[src/rtl/vga_pkg.sv]
// Shared 800x600@60 VGA timing constants plus the types used by the sync-timing
// monitor (state encoding, error-flag bit positions, counter width).
package vga_pkg;

    localparam int HOR_ADDR_TIME  = 800;
    localparam int HOR_SYNC_START = 840;
    localparam int HOR_SYNC_TIME  = 128;
    localparam int HOR_TOTAL_TIME = 1055;
    localparam int VER_ADDR_TIME  = 600;
    localparam int VER_SYNC_START = 601;
    localparam int VER_SYNC_TIME  = 4;
    localparam int VER_TOTAL_TIME = 627;

    // The *_TOTAL_TIME values are last-count values; the totals are counts of clocks/lines.
    localparam int HOR_TOTAL = HOR_TOTAL_TIME + 1;
    localparam int VER_TOTAL = VER_TOTAL_TIME + 1;

    localparam int CNT_W = 11;
    typedef logic [CNT_W-1:0] cnt_t;

    typedef enum logic [1:0] {
        SEARCH  = 2'd0,
        HSYNCED = 2'd1,
        LOCKED  = 2'd2
    } mon_state_t;

    localparam int ERR_W    = 4;
    localparam int ERR_HPER = 0;
    localparam int ERR_HWID = 1;
    localparam int ERR_VPOS = 2;
    localparam int ERR_VWID = 3;
    typedef logic [ERR_W-1:0] err_t;

    localparam int FRAME_CNT_W = 16;
    localparam int ERR_CNT_W   = 8;

endpackage

[src/rtl/vga_timing_monitor_if.sv]
// Bus between a VGA sync source / consumer (master) and the timing monitor (slave):
// observed syncs and flag clear in, recovered raster position, lock and errors out.
interface vga_timing_monitor_if;
    import vga_pkg::*;

    logic                   hsync_in;
    logic                   vsync_in;
    logic                   err_clr;
    cnt_t                   hcount_out;
    cnt_t                   vcount_out;
    logic                   hblnk_out;
    logic                   vblnk_out;
    logic                   locked;
    logic                   frame_start;
    logic                   err_pulse;
    err_t                   err_flags;
    logic [FRAME_CNT_W-1:0] frame_cnt;
    logic [ERR_CNT_W-1:0]   err_cnt;

    modport master (
        output hsync_in, vsync_in, err_clr,
        input  hcount_out, vcount_out, hblnk_out, vblnk_out,
        input  locked, frame_start, err_pulse, err_flags, frame_cnt, err_cnt
    );

    modport slave (
        input  hsync_in, vsync_in, err_clr,
        output hcount_out, vcount_out, hblnk_out, vblnk_out,
        output locked, frame_start, err_pulse, err_flags, frame_cnt, err_cnt
    );

endinterface

[src/rtl/vga_timing_monitor_sync_edge_det.sv]
// sync_edge_det: one-register sampling stage for a sync line with combinational
// rise/fall detection against the previous sample.
module sync_edge_det (
    input  logic clk,
    input  logic rst_n,
    input  logic sync_in,
    output logic rise,
    output logic fall
);

    logic sync_q;

    always_ff @(posedge clk) begin
        if (!rst_n) begin
            sync_q <= 1'b0;
        end else begin
            // NOTE: state registers take non-blocking assignments so every flop samples pre-edge values.
            sync_q <= sync_in;
        end
    end

    assign rise = sync_in & ~sync_q;
    assign fall = ~sync_in & sync_q;

endmodule

[src/rtl/vga_timing_monitor.sv]
// vga_timing_monitor: recovers raster position from observed hsync/vsync, declares
// lock and flags timing violations. Statistics counters exist only with VGA_MON_STATS_EN.
module vga_timing_monitor
    import vga_pkg::*;
#(
    parameter int H_TOTAL      = HOR_TOTAL,
    parameter int H_ACTIVE     = HOR_ADDR_TIME,
    parameter int H_SYNC_START = HOR_SYNC_START,
    parameter int H_SYNC_TIME  = HOR_SYNC_TIME,
    parameter int V_TOTAL      = VER_TOTAL,
    parameter int V_ACTIVE     = VER_ADDR_TIME,
    parameter int V_SYNC_START = VER_SYNC_START,
    parameter int V_SYNC_TIME  = VER_SYNC_TIME
) (
    input  logic clk,
    input  logic rst_n,
    vga_timing_monitor_if.slave bus
);

    localparam cnt_t H_LAST = cnt_t'(H_TOTAL - 1);
    localparam cnt_t V_LAST = cnt_t'(V_TOTAL - 1);
    localparam cnt_t H_RISE = cnt_t'(H_SYNC_START);
    localparam cnt_t H_FALL = cnt_t'(H_SYNC_START + H_SYNC_TIME);
    localparam cnt_t V_RISE = cnt_t'(V_SYNC_START);
    localparam cnt_t V_FALL = cnt_t'(V_SYNC_START + V_SYNC_TIME);
    localparam cnt_t H_ACT  = cnt_t'(H_ACTIVE);
    localparam cnt_t V_ACT  = cnt_t'(V_ACTIVE);

    logic hs_rise;
    logic hs_fall;
    logic vs_rise;
    logic vs_fall;

    sync_edge_det u_hs_edge (
        .clk     (clk),
        .rst_n   (rst_n),
        .sync_in (bus.hsync_in),
        .rise    (hs_rise),
        .fall    (hs_fall)
    );

    sync_edge_det u_vs_edge (
        .clk     (clk),
        .rst_n   (rst_n),
        .sync_in (bus.vsync_in),
        .rise    (vs_rise),
        .fall    (vs_fall)
    );

    mon_state_t state_q;
    cnt_t       hcount_q;
    cnt_t       vcount_q;
    logic       locked_q;
    logic       frame_start_q;
    logic       err_pulse_q;
    err_t       err_flags_q;
    logic       hblnk_q;
    logic       vblnk_q;

    logic       h_wrap;
    cnt_t       h_next;
    cnt_t       v_next;
    err_t       err_vec;
    logic       h_err;
    logic       v_err;
    logic       drop;
    logic       lock_err;
    mon_state_t state_d;
    cnt_t       hcount_d;
    cnt_t       vcount_d;
    err_t       err_flags_d;

    always_comb begin
        // NOTE: every signal gets a default first so no path through the block leaves a latch.
        h_wrap      = (hcount_q == H_LAST);
        h_next      = h_wrap ? '0 : hcount_q + 1'b1;
        v_next      = vcount_q;
        err_vec     = '0;
        drop        = 1'b0;
        lock_err    = 1'b0;
        state_d     = state_q;
        hcount_d    = h_next;
        vcount_d    = v_next;

        if (h_wrap) begin
            v_next   = (vcount_q == V_LAST) ? '0 : vcount_q + 1'b1;
            vcount_d = v_next;
        end

        // A rise anywhere but the predicted start, or a predicted start without a rise.
        err_vec[ERR_HPER] = hs_rise ^ (h_next == H_RISE);
        err_vec[ERR_HWID] = hs_fall && (h_next != H_FALL);
        err_vec[ERR_VPOS] = vs_rise && ((v_next != V_RISE) || (h_next != '0));
        err_vec[ERR_VWID] = vs_fall && (v_next != V_FALL);

        h_err = err_vec[ERR_HPER] | err_vec[ERR_HWID];
        v_err = err_vec[ERR_VPOS] | err_vec[ERR_VWID];

        case (state_q)
            SEARCH: begin
                drop = 1'b1;
            end
            HSYNCED: begin
                drop = h_err;
                if (!h_err && vs_rise && (h_next == '0)) begin
                    state_d  = LOCKED;
                    vcount_d = V_RISE;
                end
            end
            LOCKED: begin
                drop     = h_err | v_err;
                lock_err = h_err | v_err;
            end
            default: begin
                drop = 1'b1;
            end
        endcase

        // Losing sync re-evaluates as SEARCH on the same edge, so a misplaced hsync
        // rise immediately becomes the new horizontal reference.
        if (drop) begin
            vcount_d = '0;
            if (hs_rise) begin
                state_d  = HSYNCED;
                hcount_d = H_RISE;
            end else begin
                state_d  = SEARCH;
                hcount_d = '0;
            end
        end

        // A fresh error flag overrides a simultaneous clear.
        err_flags_d = (bus.err_clr ? err_t'('0) : err_flags_q) | (lock_err ? err_vec : err_t'('0));
    end

    always_ff @(posedge clk) begin
        if (!rst_n) begin
            state_q       <= SEARCH;
            hcount_q      <= '0;
            vcount_q      <= '0;
            locked_q      <= 1'b0;
            frame_start_q <= 1'b0;
            err_pulse_q   <= 1'b0;
            err_flags_q   <= '0;
            hblnk_q       <= 1'b1;
            vblnk_q       <= 1'b1;
        end else begin
            state_q       <= state_d;
            hcount_q      <= hcount_d;
            vcount_q      <= vcount_d;
            locked_q      <= (state_d == LOCKED);
            frame_start_q <= (state_d == LOCKED) && (hcount_d == '0) && (vcount_d == '0);
            err_pulse_q   <= lock_err;
            err_flags_q   <= err_flags_d;
            hblnk_q       <= (state_d != LOCKED) || (hcount_d >= H_ACT);
            vblnk_q       <= (state_d != LOCKED) || (vcount_d >= V_ACT);
        end
    end

    assign bus.hcount_out  = hcount_q;
    assign bus.vcount_out  = vcount_q;
    assign bus.hblnk_out   = hblnk_q;
    assign bus.vblnk_out   = vblnk_q;
    assign bus.locked      = locked_q;
    assign bus.frame_start = frame_start_q;
    assign bus.err_pulse   = err_pulse_q;
    assign bus.err_flags   = err_flags_q;

`ifdef VGA_MON_STATS_EN
    logic [FRAME_CNT_W-1:0] frame_cnt_q;
    logic [ERR_CNT_W-1:0]   err_cnt_q;

    // Frame count wraps naturally; error count sticks at all-ones.
    always_ff @(posedge clk) begin
        if (!rst_n) begin
            frame_cnt_q <= '0;
            err_cnt_q   <= '0;
        end else begin
            if (frame_start_q) begin
                frame_cnt_q <= frame_cnt_q + 1'b1;
            end
            if (err_pulse_q && (err_cnt_q != '1)) begin
                err_cnt_q <= err_cnt_q + 1'b1;
            end
        end
    end

    assign bus.frame_cnt = frame_cnt_q;
    assign bus.err_cnt   = err_cnt_q;
`else
    assign bus.frame_cnt = '0;
    assign bus.err_cnt   = '0;
`endif

endmodule

[src/flat_wrapper.sv]
// flat-port wrapper written by rule: the top's interface ports become plain ports
module vga_timing_monitor_flat import vga_pkg::*;
#(
    parameter int H_TOTAL      = HOR_TOTAL,
    parameter int H_ACTIVE     = HOR_ADDR_TIME,
    parameter int H_SYNC_START = HOR_SYNC_START,
    parameter int H_SYNC_TIME  = HOR_SYNC_TIME,
    parameter int V_TOTAL      = VER_TOTAL,
    parameter int V_ACTIVE     = VER_ADDR_TIME,
    parameter int V_SYNC_START = VER_SYNC_START,
    parameter int V_SYNC_TIME  = VER_SYNC_TIME
)
  (clk, rst_n, bus_hsync_in, bus_vsync_in, bus_err_clr, bus_hcount_out, bus_vcount_out, bus_hblnk_out, bus_vblnk_out, bus_locked, bus_frame_start, bus_err_pulse, bus_err_flags, bus_frame_cnt, bus_err_cnt);
  vga_timing_monitor_if bus_i ();
  input  logic clk;
  input  logic rst_n;
  input wire logic [$bits(bus_i.hsync_in)-1:0] bus_hsync_in;
  input wire logic [$bits(bus_i.vsync_in)-1:0] bus_vsync_in;
  input wire logic [$bits(bus_i.err_clr)-1:0] bus_err_clr;
  output wire logic [$bits(bus_i.hcount_out)-1:0] bus_hcount_out;
  output wire logic [$bits(bus_i.vcount_out)-1:0] bus_vcount_out;
  output wire logic [$bits(bus_i.hblnk_out)-1:0] bus_hblnk_out;
  output wire logic [$bits(bus_i.vblnk_out)-1:0] bus_vblnk_out;
  output wire logic [$bits(bus_i.locked)-1:0] bus_locked;
  output wire logic [$bits(bus_i.frame_start)-1:0] bus_frame_start;
  output wire logic [$bits(bus_i.err_pulse)-1:0] bus_err_pulse;
  output wire logic [$bits(bus_i.err_flags)-1:0] bus_err_flags;
  output wire logic [$bits(bus_i.frame_cnt)-1:0] bus_frame_cnt;
  output wire logic [$bits(bus_i.err_cnt)-1:0] bus_err_cnt;
  assign bus_i.hsync_in = bus_hsync_in;
  assign bus_i.vsync_in = bus_vsync_in;
  assign bus_i.err_clr = bus_err_clr;
  assign bus_hcount_out = bus_i.hcount_out;
  assign bus_vcount_out = bus_i.vcount_out;
  assign bus_hblnk_out = bus_i.hblnk_out;
  assign bus_vblnk_out = bus_i.vblnk_out;
  assign bus_locked = bus_i.locked;
  assign bus_frame_start = bus_i.frame_start;
  assign bus_err_pulse = bus_i.err_pulse;
  assign bus_err_flags = bus_i.err_flags;
  assign bus_frame_cnt = bus_i.frame_cnt;
  assign bus_err_cnt = bus_i.err_cnt;
  vga_timing_monitor #(.H_TOTAL(H_TOTAL), .H_ACTIVE(H_ACTIVE), .H_SYNC_START(H_SYNC_START), .H_SYNC_TIME(H_SYNC_TIME), .V_TOTAL(V_TOTAL), .V_ACTIVE(V_ACTIVE), .V_SYNC_START(V_SYNC_START), .V_SYNC_TIME(V_SYNC_TIME)) u_core (.clk(clk), .rst_n(rst_n), .bus(bus_i));
endmodule
[config.mk]
export PLATFORM = sky130hd
export DESIGN_NAME = vga_timing_monitor_flat
export DESIGN_NICKNAME = d
export VERILOG_FILES = /design/src/rtl/vga_pkg.sv /design/src/rtl/vga_timing_monitor_if.sv /design/src/rtl/vga_timing_monitor_sync_edge_det.sv /design/src/rtl/vga_timing_monitor.sv /design/src/flat_wrapper.sv
export SDC_FILE = /design/constraint.sdc
export NUM_CORES = 1
export LEC_CHECK = 0
export ABC_AREA = 1
export BUFFER_PORTS_ARGS = -buffer_cell sky130_fd_sc_hd__buf_2
export CORE_UTILIZATION = 55
export CTS_CLUSTER_DIAMETER = 100
export CTS_CLUSTER_SIZE = 25
export DETAILED_ROUTE_END_ITERATION = 7
export PLACE_DENSITY = 0.81
export SLEW_MARGIN = 20
export SYNTH_ARGS = -nofsm -noshare
export SYNTH_HDL_FRONTEND = slang
export SYNTH_SLANG_ARGS = --single-unit
[constraint.sdc]
create_clock -name clk -period 3.4 [get_ports clk]
set_clock_uncertainty 0.15 [all_clocks]
set_input_delay 0.34 -clock clk [delete_from_list [all_inputs] [get_ports clk]]
set_output_delay 0.34 -clock clk [all_outputs]
set_load 0.05 [all_outputs]
==> run summary <==
total track usage -> 0.2874
DRC Markers -> 0
wire per inst -> 12.64 um
Buf/Inv on CP -> 1
largest cells by area after synthesis -> dfxtp_1 25%, nand2_1 18%, nor2_1 9.4%
register area share after synthesis -> 0.2540
Slowest-stage cell, CP -> dfxtp_1
peak supply drop -> 0.0002572 V
share of cells above drive strength 1 -> 0.1923
final setup fails -> 0
antenna violations before repair -> 0
vias per cell -> 5.068
WS Path Type -> register to register
Placed Instances -> 551
IO Pins -> 60
n_diodes -> 0
clock latency on the worst-skew pair -> 290 ps
Longest Clk Path Bufs -> 2
Pwr Total -> 857.2 uW
grt total ovfl -> 0
Synth Warn # -> 0
share of the core filled with cells -> 0.6285
number of global-route vias before repair -> 2,549
P_leak -> 0.001538 uW
starting density of the core -> 0.5765
PD cells -> 285.0 nW/um^2
Reg clk slew, reported paths -> 70 ps
Synth area leader -> dfxtp_1
Die Y -> 72.83 um
H-tree levels -> 2
Site Rows -> 25
Routed Antenna Nets -> 0
Syn Inst Count -> 453
Worst path max stage delay -> 420 ps
DR pass1 iterations -> 5
critical-path cell list -> ha_2 > nand2_2 > nor2_8 > nand3_4 > nand3_2 > nand3_2 > nor2_2 > nand2_1 > nand2_1 > nand2_1 > nor2_2 > nand2_2 > nand2_4 > nand2_2 > nor2_4 > buf_4 > o21ai_2 > nand2_1 > nor2_1 > nor2_1 > nand2_1
setup TNS -> 0 ps
Max Slew Vio Count -> 0
Synth Cell Area -> 2759 um^2
Routed WL -> 7089 um
critical path capture point type -> register
Area growth syn-to-layout -> 9.025%
Routability Congestion -> 1.084
Tmin final -> 3177 ps
startpoint types -> register
clock tree sinks -> 35
WP data required -> 3440 ps
max cap viols -> 0
Syn Area/Cell -> 6.090 um^2
count of cell types in the netlist -> 34
Clock Tree Root -> clkbuf_8
Fmax achieved -> 0.3148 GHz
cell family with most CP delay -> simple AND/OR/NAND/NOR gates
Critical Path Fanout Max -> 12
largest net degree at the start of global routing -> 16
detailed placement HPWL -> 5731 um
first-pass GRT wire length -> 11,790 um
core region area -> 4786 um^2
total number of vias -> 2,843
Yosys top cell area share -> 0.2540
RSZ-0062 raised after global routing -> no
WHS -> 109.7 ps
Die X -> 72.83 um
final hold violations -> 0
Num CTS Buffers -> 5
Seq cells post-synth -> 35
initial drt markers -> 203
Port Buffers -> 35
Worst EP arrival -> 3220 ps
worst min path class -> primary input to register
CTS tree -> yes
cts hold-fix bufs -> 0
period utilization -> 0.9343
status -> complete, no violations
Most common cell on crit path -> nand2_1
die area -> 5303 um^2
Finished Layout Cells -> 561
Total Nets Final -> 502
==> routing by layer <==
metal | track usage | routed length (um) | up-vias
met4 | 0.09804 | 170 | 0
met3 | 0.05249 | 419 | 20
li1 | - | - | 1446
met2 | 0.4922 | 3285 | 103
met5 | 0 | 0 | -
met1 | 0.3626 | 3213 | 1274
==> cells in the final DEF (no fill, tap or decap) <==
master	count
or2_2	1
ha_2	1
nand2_2	11
clkinv_1	1
conb_1	24
dfxtp_1	35
o21bai_1	2
inv_1	52
o31ai_1	1
xor2_1	1
nand4_1	12
a21oi_4	1
nor3_1	5
buf_2	35
nand2_4	2
xnor2_1	1
nand2_1	134
clkbuf_1	2
clkbuf_8	5
a21oi_1	7
clkinv_2	2
buf_4	4
nand3_4	2
nand3_1	37
nand3_2	6
o21ai_2	4
inv_2	8
nor2_2	8
a32o_1	1
ha_1	3
o21ai_1	1
nor2_8	2
o21ai_0	11
nor2_1	69
nor2_4	3
==> cells by family after synthesis <==
group                    after synthesis  synth area share
AND/OR/NAND/NOR                      292            0.4943
other                                  1          0.001359
adder cells (fa/ha/maj)                4           0.01814
XOR/XNOR                               2          0.006350
buffers and inverters                 91            0.1610
AO/OA/AOI/OAI                         28           0.06485
flip-flops                            35            0.2540
==> power by group <==
part           leakage [uW]  total, uW  internal [uW]  switching, uW
Combinational       0.00121        147           25.5            121
Clock             0.0000422        288            144            145
Sequential         0.000284        422            416           6.60
Total               0.00154        857            585            273
==> worst reg2reg max path, cell delays in order (launching register included) <==
cell     delay [ps]
dfxtp_1         420
ha_2            270
nand2_2         130
nor2_8          190
nand3_4         140
nand3_2         150
nand3_2          80
nor2_2          160
nand2_1         110
nand2_1          70
nand2_1          60
nor2_2          140
nand2_2          80
nand2_4         110
nand2_2          80
nor2_4          270
buf_4           180
o21ai_2          40
nand2_1          60
nor2_1           50
nor2_1           80
nand2_1          50
==> what timing repair did <==
item,CTS,global route
setup endpoints to repair,0,5
setup buffers,0,2
resized for setup,0,1
==> state kept, by name (all words and copies together), names as in the netlist, 2 cells and up <==
signal                 cells
u_core.bus.err_flags       4
u_core.bus.hcount_out     11
u_core.bus.vcount_out     11
u_core.state_q             2
==> synth_stat cells, drive strengths merged <==
library cell / number
nand4: 12
clkinv: 2
ha: 4
a21oi: 8
nor3: 5
a32o: 1
o21ai: 16
clkbuf: 1
nand2: 147
o31ai: 1
buf: 28
nand3: 45
inv: 60
xnor2: 1
dfxtp: 35
conb: 1
nor2: 82
xor2: 1
o21bai: 2
or2: 1
==> cell type report <==
class / count / area, um^2
clock inverters: 1 / 5.005
clock buffers: 7 / 76.32
repair buffers: 39 / 205.2
flip-flops and latches: 35 / 700.7
fillers: 483 / 1778
well taps: 67 / 83.83
inverters: 62 / 234.0
multi-input cells: 350 / 1703
==> worst paths after layout <==
path | startpoint | end | slack (ps) | depth (start not counted)
min reg2reg | u_core.bus.err_flags[2] | u_core.bus.err_flags[2] | 340 | 2
max reg2reg | u_core.bus.hcount_out[0] | u_core.bus.vblnk_out | 220 | 21
max | u_core.bus.hcount_out[0] | u_core.bus.vblnk_out | 220 | 21
min | bus_hsync_in | u_core.u_hs_edge.sync_q | 110 | 3
==> metrics by stage <==
stage	area [um^2]	worst slack (ps)
after global placement	2909	345.9
after global routing	3008	12.08
after floorplan	2845	338.9
final	3008	223.4
after detailed placement	2909	205.4
after CTS	2990	203.4
Power figures use the tool's default switching activity.
